$ cat src/rtl/poly_param_fetch.sv
// poly_param_fetch: walks one object-list entry (strip, triangle array or
// quad array) in VRAM, gathers header and vertex X/Y/Z words one read at a
// time, and hands complete triangles to setup over a valid/ready handshake.
module poly_param_fetch #(
  parameter int ADDR_W = 24
) (
  input  logic              clock,
  input  logic              reset_n,
  input  logic              i_render_poly,
  input  logic [ADDR_W-1:0] i_poly_addr,
  input  logic [31:0]       i_opb_word,
  input  logic              i_two_volume,
  output logic              o_busy,
  output logic              o_pf_vram_rd,
  output logic [ADDR_W-1:0] o_pf_vram_addr,
  input  logic [31:0]       i_pf_vram_din,
  input  logic              i_pf_vram_valid,
  output logic              o_tri_valid,
  input  logic              i_tri_ready,
  output logic [31:0]       o_tri_isp,
  output logic [31:0]       o_tri_tsp,
  output logic [31:0]       o_tri_tcw,
  output logic [31:0]       o_tri_v0x,
  output logic [31:0]       o_tri_v0y,
  output logic [31:0]       o_tri_v0z,
  output logic [31:0]       o_tri_v1x,
  output logic [31:0]       o_tri_v1y,
  output logic [31:0]       o_tri_v1z,
  output logic [31:0]       o_tri_v2x,
  output logic [31:0]       o_tri_v2y,
  output logic [31:0]       o_tri_v2z,
  output logic              o_poly_drawn
);

  typedef enum logic [2:0] {
    S_IDLE = 3'd0, S_HDR = 3'd1, S_VTX = 3'd2, S_EMIT = 3'd3, S_NEXT = 3'd4, S_DONE = 3'd5
  } state_t;

  typedef enum logic [1:0] {M_STRIP = 2'd0, M_TRI = 2'd1, M_QUAD = 2'd2} mode_t;

  // Highest enabled strip triangle index.
  function automatic logic [2:0] f_hmax(input logic [5:0] m);
    logic [2:0] h;
    h = 3'd0;
    for (int n = 0; n < 6; n++) begin
      if (m[n]) h = 3'(n);
      else h = h;
    end
    return h;
  endfunction

  state_t            r_state;
  mode_t             r_mode;
  logic [5:0]        r_mask;
  logic [2:0]        r_hmax;
  logic [2:0]        r_hdr_words;
  logic [4:0]        r_stride;
  logic [3:0]        r_prim_left;
  logic              r_pending;
  logic [1:0]        r_word_idx;
  logic [3:0]        r_vcnt;
  logic [ADDR_W-1:0] r_vaddr;
  logic [31:0]       r_h0, r_h1, r_h2;
  logic [31:0]       r_nx, r_ny;
  logic [95:0]       r_w1, r_w2, r_va;

  mode_t             w_dec_mode;
  logic              w_dec_go;
  logic [5:0]        w_dec_mask;
  logic              w_dv;
  logic [4:0]        w_dec_stride;
  logic [ADDR_W-1:0] w_word_addr_next;
  logic [ADDR_W-1:0] w_hdr_done_addr;
  logic [ADDR_W-1:0] w_vtx_done_addr;
  logic [95:0]       w_new_vtx;
  logic [3:0]        w_tri_idx;
  logic [7:0]        w_mask_sh;
  logic              w_emit;
  logic              w_odd;
  logic [95:0]       w_t0, w_t1;
  logic              w_next_done;
  logic              w_next_hdr;
  logic              w_unused_bits;

  assign w_unused_bits = &{1'b0, i_opb_word[20:0]};

  // Decode the OL word and derive addressing / triangle-assembly helpers.
  always_comb begin
    w_dec_mode = M_STRIP;
    w_dec_go   = 1'b0;
    for (int n = 0; n < 6; n++) w_dec_mask[n] = i_opb_word[30-n];
    if (i_opb_word[31] == 1'b0) begin
      w_dec_mode = M_STRIP;
      w_dec_go   = |w_dec_mask;
    end else if (i_opb_word[30:29] == 2'b00) begin
      w_dec_mode = M_TRI;
      w_dec_go   = 1'b1;
    end else if (i_opb_word[30:29] == 2'b01) begin
      w_dec_mode = M_QUAD;
      w_dec_go   = 1'b1;
    end else begin
      w_dec_mode = M_STRIP;
      w_dec_go   = 1'b0;
    end
    w_dv         = i_opb_word[24] & i_two_volume;
    w_dec_stride = 5'd3 + (w_dv ? {1'b0, i_opb_word[23:21], 1'b0} : {2'b00, i_opb_word[23:21]});

    w_word_addr_next = r_vaddr + ADDR_W'({r_word_idx + 2'd1, 2'b00});
    w_hdr_done_addr  = r_vaddr + ADDR_W'({r_hdr_words, 2'b00});
    w_vtx_done_addr  = r_vaddr + ADDR_W'({r_stride, 2'b00});
    w_new_vtx        = {r_nx, r_ny, i_pf_vram_din};

    // Vertex just completed has index r_vcnt; strip triangle n = index-2.
    w_tri_idx = r_vcnt - 4'd2;
    w_mask_sh = {2'b00, r_mask} >> w_tri_idx;
    if (r_mode == M_STRIP) begin
      w_emit = (r_vcnt >= 4'd2) && w_mask_sh[0];
    end else if (r_mode == M_TRI) begin
      w_emit = (r_vcnt == 4'd2);
    end else begin
      w_emit = (r_vcnt == 4'd2) || (r_vcnt == 4'd3);
    end

    // Odd strip triangles swap the first two vertices to keep winding.
    w_odd = (r_mode == M_STRIP) && r_vcnt[0];
    if ((r_mode == M_QUAD) && (r_vcnt == 4'd3)) begin
      w_t0 = r_va;
    end else if (w_odd) begin
      w_t0 = r_w2;
    end else begin
      w_t0 = r_w1;
    end
    w_t1 = w_odd ? r_w1 : r_w2;

    if (r_mode == M_STRIP) begin
      w_next_done = (r_vcnt == ({1'b0, r_hmax} + 4'd3));
      w_next_hdr  = 1'b0;
    end else begin
      w_next_done = ((r_mode == M_TRI) || (r_vcnt == 4'd4)) && (r_prim_left == 4'd0);
      w_next_hdr  = ((r_mode == M_TRI) || (r_vcnt == 4'd4)) && (r_prim_left != 4'd0);
    end
  end

  // Fetch/emit state machine with all outputs registered.
  always_ff @(posedge clock or negedge reset_n) begin
    if (!reset_n) begin
      r_state        <= S_IDLE;
      r_mode         <= M_STRIP;
      r_mask         <= 6'd0;
      r_hmax         <= 3'd0;
      r_hdr_words    <= 3'd0;
      r_stride       <= 5'd0;
      r_prim_left    <= 4'd0;
      r_pending      <= 1'b0;
      r_word_idx     <= 2'd0;
      r_vcnt         <= 4'd0;
      r_vaddr        <= '0;
      r_h0           <= 32'd0;
      r_h1           <= 32'd0;
      r_h2           <= 32'd0;
      r_nx           <= 32'd0;
      r_ny           <= 32'd0;
      r_w1           <= 96'd0;
      r_w2           <= 96'd0;
      r_va           <= 96'd0;
      o_busy         <= 1'b0;
      o_pf_vram_rd   <= 1'b0;
      o_pf_vram_addr <= '0;
      o_tri_valid    <= 1'b0;
      {o_tri_isp, o_tri_tsp, o_tri_tcw} <= 96'd0;
      {o_tri_v0x, o_tri_v0y, o_tri_v0z} <= 96'd0;
      {o_tri_v1x, o_tri_v1y, o_tri_v1z} <= 96'd0;
      {o_tri_v2x, o_tri_v2y, o_tri_v2z} <= 96'd0;
      o_poly_drawn   <= 1'b0;
    end else begin
      o_pf_vram_rd <= 1'b0;
      case (r_state)
        S_IDLE: begin
          if (i_render_poly) begin
            o_busy      <= 1'b1;
            r_mode      <= w_dec_mode;
            r_mask      <= w_dec_mask;
            r_hmax      <= f_hmax(w_dec_mask);
            r_hdr_words <= w_dv ? 3'd5 : 3'd3;
            r_stride    <= w_dec_stride;
            r_prim_left <= i_opb_word[28:25];
            r_vaddr     <= i_poly_addr;
            r_word_idx  <= 2'd0;
            r_vcnt      <= 4'd0;
            if (w_dec_go) begin
              r_state        <= S_HDR;
              r_pending      <= 1'b1;
              o_pf_vram_rd   <= 1'b1;
              o_pf_vram_addr <= i_poly_addr;
            end else begin
              r_state      <= S_DONE;
              o_poly_drawn <= 1'b1;
            end
          end
        end
        S_HDR: begin
          if (r_pending && i_pf_vram_valid) begin
            case (r_word_idx)
              2'd0:    r_h0 <= i_pf_vram_din;
              2'd1:    r_h1 <= i_pf_vram_din;
              default: r_h2 <= i_pf_vram_din;
            endcase
            o_pf_vram_rd <= 1'b1;
            if (r_word_idx != 2'd2) begin
              r_word_idx     <= r_word_idx + 2'd1;
              o_pf_vram_addr <= w_word_addr_next;
            end else begin
              r_word_idx     <= 2'd0;
              r_vaddr        <= w_hdr_done_addr;
              o_pf_vram_addr <= w_hdr_done_addr;
              r_state        <= S_VTX;
            end
          end
        end
        S_VTX: begin
          if (r_pending && i_pf_vram_valid) begin
            case (r_word_idx)
              2'd0: begin
                r_nx           <= i_pf_vram_din;
                r_word_idx     <= 2'd1;
                o_pf_vram_rd   <= 1'b1;
                o_pf_vram_addr <= w_word_addr_next;
              end
              2'd1: begin
                r_ny           <= i_pf_vram_din;
                r_word_idx     <= 2'd2;
                o_pf_vram_rd   <= 1'b1;
                o_pf_vram_addr <= w_word_addr_next;
              end
              default: begin
                r_word_idx <= 2'd0;
                r_vaddr    <= w_vtx_done_addr;
                r_vcnt     <= r_vcnt + 4'd1;
                r_w1       <= r_w2;
                r_w2       <= w_new_vtx;
                if ((r_mode == M_QUAD) && (r_vcnt == 4'd0)) r_va <= w_new_vtx;
                if (w_emit) begin
                  r_pending   <= 1'b0;
                  r_state     <= S_EMIT;
                  o_tri_valid <= 1'b1;
                  {o_tri_isp, o_tri_tsp, o_tri_tcw} <= {r_h0, r_h1, r_h2};
                  {o_tri_v0x, o_tri_v0y, o_tri_v0z} <= w_t0;
                  {o_tri_v1x, o_tri_v1y, o_tri_v1z} <= w_t1;
                  {o_tri_v2x, o_tri_v2y, o_tri_v2z} <= w_new_vtx;
                end else begin
                  o_pf_vram_rd   <= 1'b1;
                  o_pf_vram_addr <= w_vtx_done_addr;
                end
              end
            endcase
          end
        end
        S_EMIT: begin
          if (i_tri_ready) begin
            o_tri_valid <= 1'b0;
            r_state     <= S_NEXT;
          end
        end
        S_NEXT: begin
          if (w_next_done) begin
            r_state      <= S_DONE;
            o_poly_drawn <= 1'b1;
          end else if (w_next_hdr) begin
            r_state        <= S_HDR;
            r_vcnt         <= 4'd0;
            r_prim_left    <= r_prim_left - 4'd1;
            r_pending      <= 1'b1;
            o_pf_vram_rd   <= 1'b1;
            o_pf_vram_addr <= r_vaddr;
          end else begin
            r_state        <= S_VTX;
            r_pending      <= 1'b1;
            o_pf_vram_rd   <= 1'b1;
            o_pf_vram_addr <= r_vaddr;
          end
        end
        S_DONE: begin
          o_poly_drawn <= 1'b0;
          o_busy       <= 1'b0;
          r_state      <= S_IDLE;
        end
        default: begin
          r_state <= S_IDLE;
        end
      endcase
    end
  end

endmodule
$ cat config.mk
export PLATFORM = sky130hd
export DESIGN_NAME = poly_param_fetch
export DESIGN_NICKNAME = d
export VERILOG_FILES = /design/src/rtl/poly_param_fetch.sv
export SDC_FILE = /design/constraint.sdc
export NUM_CORES = 2
export LEC_CHECK = 0
export CORE_UTILIZATION = 50
export CTS_BUF_LIST = sky130_fd_sc_hd__clkbuf_4
export CTS_CLUSTER_DIAMETER = 120
export DETAILED_ROUTE_END_ITERATION = 6
export MAX_ROUTING_LAYER = met4
export PLACE_DENSITY = 0.73
export SETUP_SLACK_MARGIN = 0.4
export SLEW_MARGIN = 30
export SYNTH_ARGS = -nofsm -noshare
export SYNTH_HDL_FRONTEND = slang
export SYNTH_SLANG_ARGS = --single-unit
$ cat constraint.sdc
create_clock -name clock -period 3.7 [get_ports clock]
set_clock_uncertainty 0.15 [all_clocks]
set_input_delay 0.74 -clock clock [delete_from_list [all_inputs] [get_ports clock]]
set_output_delay 0.74 -clock clock [all_outputs]
set_load 0.01 [all_outputs]
# [Word level (Yosys, flattened, before mapping)]
# Cells that the tools add are included.
[totals] wordCells=208 latch_bits=0 reg_bits=917 mem_bits_ro=0 output_inout_bits=412 ramBits=0 inputBits=94 memories=0
[op_classes] bitwise_logic=2 n_eq_ne=27 n_reduce_logical=44 order_cmp=1 muxes=88 n_shift=1 multipliers=0 div=0 n_addsub=9
[ops] op="$mux W24" n=13
[ops] op="$mux W96" n=3
[ops] op="$pmux W24 S4" n=1
[ops] op="$pmux W24 S3" n=1
[ops] op="$mux W3" n=14
[ops] op="$mux W4" n=9
[ops] op="$mux W1" n=29
[ops] op="$ne A2 B2 Y1 const B" n=13
[ops] op="$add A24 B4 Y24" n=1
[ops] op="$add A24 B5 Y24" n=1
[ops] op="$add A24 B7 Y24" n=1
[ops] op="$reduce_and A7 Y1" n=3
[ops] op="$reduce_and A4 Y1" n=5
[ops] op="$reduce_and A3 Y1" n=6
[ops] op="$mux W2" n=8
[ops] op="$pmux W3 S5" n=1
[ops] op="$pmux W4 S3" n=1
[ops] op="$reduce_and A6 Y1" n=2
[ops] op="$reduce_bool A3 Y1" n=3
[ops] op="$eq A4 B2 Y1 const B" n=2
[ops] op="$logic_not A4 Y1" n=2
[ops] op="$pmux W4 S2" n=1
[ops] op="$reduce_bool A4 Y1" n=2
[ops] op="$logic_and A1 B1 Y1" n=7
[ops] op="other kinds (31)" n=43

# [Longest topological paths before layout]
[logic_depth] ltp_word=8 mapped_depth=14

# [Worst setup path after synthesis]
# OpenSTA, ideal clock, no wires.
[synth_path] kind="register to register" from="reg r_word_idx[0]" to="reg o_pf_vram_addr[16]" setup_ns=0.110 t_arrival_ns=2.480 n_path_buf=0 required_ns=3.440 period_less_slack_ns=2.740 path_slack_ns=0.960 stages_incl_launch_ff=12 path_cell_list="dfrtp_1 inv_1 ha_1 inv_1 fa_1 and3b_1 nand3_1 o32ai_2 a21oi_1 nor3_1 nor3_1 o41ai_1"
[synth_via] elab_chain_len=5
[synth_lines] element="start: declaration" line_no="60" source="logic [1:0] r_word_idx;"
[synth_lines] element="start signal: assignment" line_no="210" source="r_word_idx <= r_word_idx + 2'd1;"
[synth_lines] element="$add A2 B1 Y2 (tied with other cells)" line_no="108" source="w_word_addr_next = r_vaddr + ADDR_W'({r_word_idx + 2'd1, 2'b00});"
[synth_lines] element="$add A24 B4 Y24 / $reduce_or A2 Y1 (equally long branches)"
[synth_lines] element="$mux W24, on equally long branches" line_no="222, 209"
[synth_lines] element="$mux W24, on equally long branches" line_no="221, 202"
[synth_lines] element="$pmux W24 S4" line_no="177" source="case (r_state)"
[synth_lines] element="end signal: assignment" line_no="194" source="o_pf_vram_addr <= i_poly_addr;"
[synth_lines] element="end signal: assignment" line_no="227" source="o_pf_vram_addr <= w_word_addr_next;"
[synth_lines] element="end signal: assignment" line_no="233" source="o_pf_vram_addr <= w_word_addr_next;"
[synth_lines] element="end: declaration" line_no="15" source="output logic [ADDR_W-1:0] o_pf_vram_addr,"
# Parallel ways exist; a longest one is shown, timed or not. The select of a mux whose other input is x is not followed.
# A chain may end at the register's enable or synchronous reset.

# [Worst setup path in the final report]
[layout_path] from="reg r_vaddr[3]" to="reg o_pf_vram_addr[16]"
[layout_via] elab_chain_len=5
[layout_lines] element="start: declaration" line_no="62" source="logic [ADDR_W-1:0] r_vaddr;"
[layout_lines] element="start signal: assignment" line_no="187" source="r_vaddr <= i_poly_addr;"
[layout_lines] element="start signal: assignment" line_no="214" source="r_vaddr <= w_hdr_done_addr;"
[layout_lines] element="start signal: assignment" line_no="237" source="r_vaddr <= w_vtx_done_addr;"
[layout_lines] element="$add A24 B7 Y24" line_no="110" source="w_vtx_done_addr = r_vaddr + ADDR_W'({r_stride, 2'b00});"
[layout_lines] element="$mux W24" line_no="242" source="if (w_emit) begin"
[layout_lines] element="$mux W24" line_no="222" source="case (r_word_idx)"
[layout_lines] element="$mux W24" line_no="221" source="if (r_pending && i_pf_vram_valid) begin"
[layout_lines] element="$pmux W24 S4 (*)" line_no="177"
[layout_lines] element="end signal: assignment" line_no="227"
[layout_lines] element="end signal: assignment" line_no="233"
[layout_lines] element="end signal: assignment" line_no="252" source="o_pf_vram_addr <= w_vtx_done_addr;"
# Every way passes the cells marked *; elsewhere a longest branch is shown, timed or not. The select of a mux whose other input is x is not followed.

==> flow_metrics.tcl <==
set metrics [dict create \
    place.gp.congestion 0.941 \
    cp_max_fo 8 \
    yosys.area.top_type "dfrtp_1" \
    netSwitchingFraction 0.370 \
    io_buffers 484 \
    seqPwrFrac 0.409 \
    regArea_mm2 0.0229 \
    worst_pin_slew_ns 0.985 \
    finalSetupViolCount 0 \
    crit_arrival_ns 3.92 \
    post_drt_wl_per_cell_um 21.3 \
    switching_power_mw 14.6 \
    grt_pass1_vias 29685 \
    hold_viol 0 \
    hold_ws_ns 0.152 \
    ys.flop_type "dfrtp_1" \
    drtPass1Iterations 7 \
    syn_area_mm2 0.0400 \
    cts_tree "built" \
    max_stage_delay_ns 0.67 \
    seq_area_frac_synth 0.574 \
    postRouteAntennaNets 0 \
    ir_drop_mv 0.579 \
    cts-buffers-inserted 230 \
    crit_buf_inv 1 \
    htreeDepth 4 \
    nNetsFinal 4304 \
    pre_cts_ws_ns 0.216 \
    clkPwrFrac 0.216 \
    cp_cell_sequence "inv_1, fa_1, nor2b_1, o2111a_1, nand2_1, a2111oi_0, o41ai_1" \
    synth-edff-count 0 \
    synth_most_common_cell "dfrtp_1" \
    rsz0062_at_grt "yes" \
    cap_violations 0 \
    synth_common_cells "dfrtp_1, nand2_1, mux2_2, a21oi_1, o21ai_0" \
    dieArea_mm2 0.0811 \
    path_clk_slew_ns 0.06 \
    io_pins 506 \
    tns_ns 0 \
    cts_buffer_depth 3 \
    ys_ff_latch 917 \
    postSynthAreaPerCell_um2 11.2 \
    rows 103 \
    multi_input_area_mm2 0.0158 \
    instances_no_fill 5409 \
    vias 29900 \
    clock-sinks 917 \
    drive_gt1_frac 0.215 \
    ys_warn_count 0 \
    place_inst 4998 \
    netlist_instances 3575 \
    die_y_um 285 \
    track_usage 0.295 \
    via_per_inst 5.53 \
    status "finished clean" \
    hold_path_class "primary input to register" \
    power_frac_comb 0.375 \
    crit_path_top_delay_cell "a2111oi_0" \
    grt_pass1_wl_um 177000 \
    setup_ws_ns 0.487 \
    fin_crit_ns 3.21 \
    critPathCaptureType "register" \
    grt_max_degree 127 \
    syn-num-nets 3695 \
    placed_cell_area_mm2 0.0464 \
    antenna_found_initial 11 \
    fin_crit_sh 0.869 \
    ys_async_sr_fraction 1.00 \
    clkLatencyLatePin_ns 1.09 \
    dpl.hpwl_um 76400 \
    crit_type "register to register" \
    drc 0 \
    drt_iter0_markers 2106 \
    cp.required_ns 4.41 \
    fin_area_mm2 0.0494 \
    initial_core_util 0.506 \
    design.core.area_mm2 0.0790 \
    fmax_ghz 0.311 \
    leakage_nw 23.4 \
    cellPowerDensity_mw_per_mm2 796 \
    fill_cells 6373 \
    routed_wl_um 115000 \
    cp_top_family "compound AO/OA/AOI/OAI gates" \
    synthTopCellsByArea "dfrtp_1, mux2_2, nand2_1, mux2_1, a21oi_1" \
    clk_root_buffer_cell "clkbuf_4" \
    die_x_um 285 \
    p_int_mw 24.8 \
    slew_viol_final 0 \
    relSlewSlack 0.341 \
    yosysUniqueCellTypes 79 \
    syn_to_final_growth_pct 23.7 \
    gr-total-overflow 0 \
    netlist.area_leader.share 0.574 \
    critPathLaunchType "register" \
]
## repair_timing
item / 4_1_cts / 5_1_grt
gates resized for setup: 2 / 5
hold buffers: 3 / 0
endpoints found under the setup margin: 2 / 101
buffers inserted: 1 / 0
pin swaps: 1 / 1
endpoints found under the hold margin: 121 / 0
## final cells by class
class | instances | area share
clock inverter | 61 | 0.00769
timing repair buffer | 617 | 0.128
clock buffer | 338 | 0.0513
multi-input combinational | 2391 | 0.320
tap | 1050 | 0.0266
inverter | 27 | 0.00205
sequential | 917 | 0.464
antenna | 8 | 0.000405
## state kept, by name, indices dropped and copies added, names as in the netlist, 6 cells and up
signal / flops
o_pf_vram_addr: 24
o_tri_isp: 32
o_tri_tcw: 32
o_tri_tsp: 32
o_tri_v0x: 32
o_tri_v0y: 32
o_tri_v0z: 32
o_tri_v1x: 32
o_tri_v1y: 32
o_tri_v1z: 32
o_tri_v2x: 32
o_tri_v2y: 32
o_tri_v2z: 32
r_h0: 32
r_h1: 32
r_h2: 32
r_mask: 6
r_nx: 32
r_ny: 32
r_va: 96
r_vaddr: 24
r_w1: 96
r_w2: 96
## worst register-to-register path, delay by kind of cell (launching register included)
| family | cells | cell delay, ns |
|---|---|---|
| compound gates | 3 | 1.30 |
| simple gates | 2 | 0.44 |
| fa+ha+maj | 1 | 0.46 |
| buf+inv | 1 | 0.17 |
| flops | 1 | 0.48 |
## through the flow
stage                      util  power (mW)
after floorplan               -        24.7
after global placement    0.588        30.4
after detailed placement  0.588        30.8
after CTS                 0.626        39.5
after global routing      0.626        41.8
final                     0.626        39.3
## path summary, 6_finish.rpt
kind                                      start            endpoint  slack, ns  cells past startpoint
worst max-delay path                 r_vaddr[3]  o_pf_vram_addr[16]       0.49                      7
worst min register to register          r_h2[2]        o_tri_tcw[2]       0.32                      1
worst min-delay path            i_poly_addr[15]  o_pf_vram_addr[15]       0.15                      3
worst max register to register       r_vaddr[3]  o_pf_vram_addr[16]       0.49                      7
min in group asynchronous               reset_n        o_tri_v0y[4]       0.20                      2
max in group asynchronous               reset_n            r_nx[27]       2.18                      3
## cell families after synthesis
family | after synthesis | share of synthesized area
AOI/OAI and AO/OA | 681 | 0.0976
xor gates and xnor gates | 34 | 0.00745
adders and majority gates | 26 | 0.00870
buffers and inverters | 267 | 0.0316
DFF | 917 | 0.574
muxes | 648 | 0.179
and+or+nand+nor | 1002 | 0.101
## power groups by stage
stage	logic [mW]	registers, mW	clock network, mW
detailed placement	14.6	16.2	0
floorplan	9.05	15.7	0
finish	14.7	16.1	8.51
global route	16.1	16.5	9.27
CTS	14.7	16.0	8.76
global placement	14.3	16.0	0
## metal layers
metal  up-vias  track usage  wire length (µm)
met3       198       0.0790              9780
met1     14849        0.389             49000
li1      13728            -                 -
met5         -            -                 0
met2      1125        0.440             53200
met4         0        0.105              3060
## placed cells by master, fill, tap and decap left out, types with 14 or more instances in the layout
cell,Yosys,routed
buf_12,0,37
xnor2_1,21,21
a21oi_1,261,261
nand3_1,20,20
mux2_2,414,414
mux2i_1,101,101
clkdlybuf4s50_1,0,483
nor2_1,81,81
nand2_1,796,790
clkbuf_4,0,338
inv_1,25,24
o21ai_1,45,46
clkinv_1,1,39
a31oi_1,14,14
o21ai_0,222,221
ha_1,23,22
nor3_1,34,33
buf_4,9,93
dfrtp_1,917,917
o22ai_1,14,14
mux2_1,133,133
(Power assumes the default switching activity.)
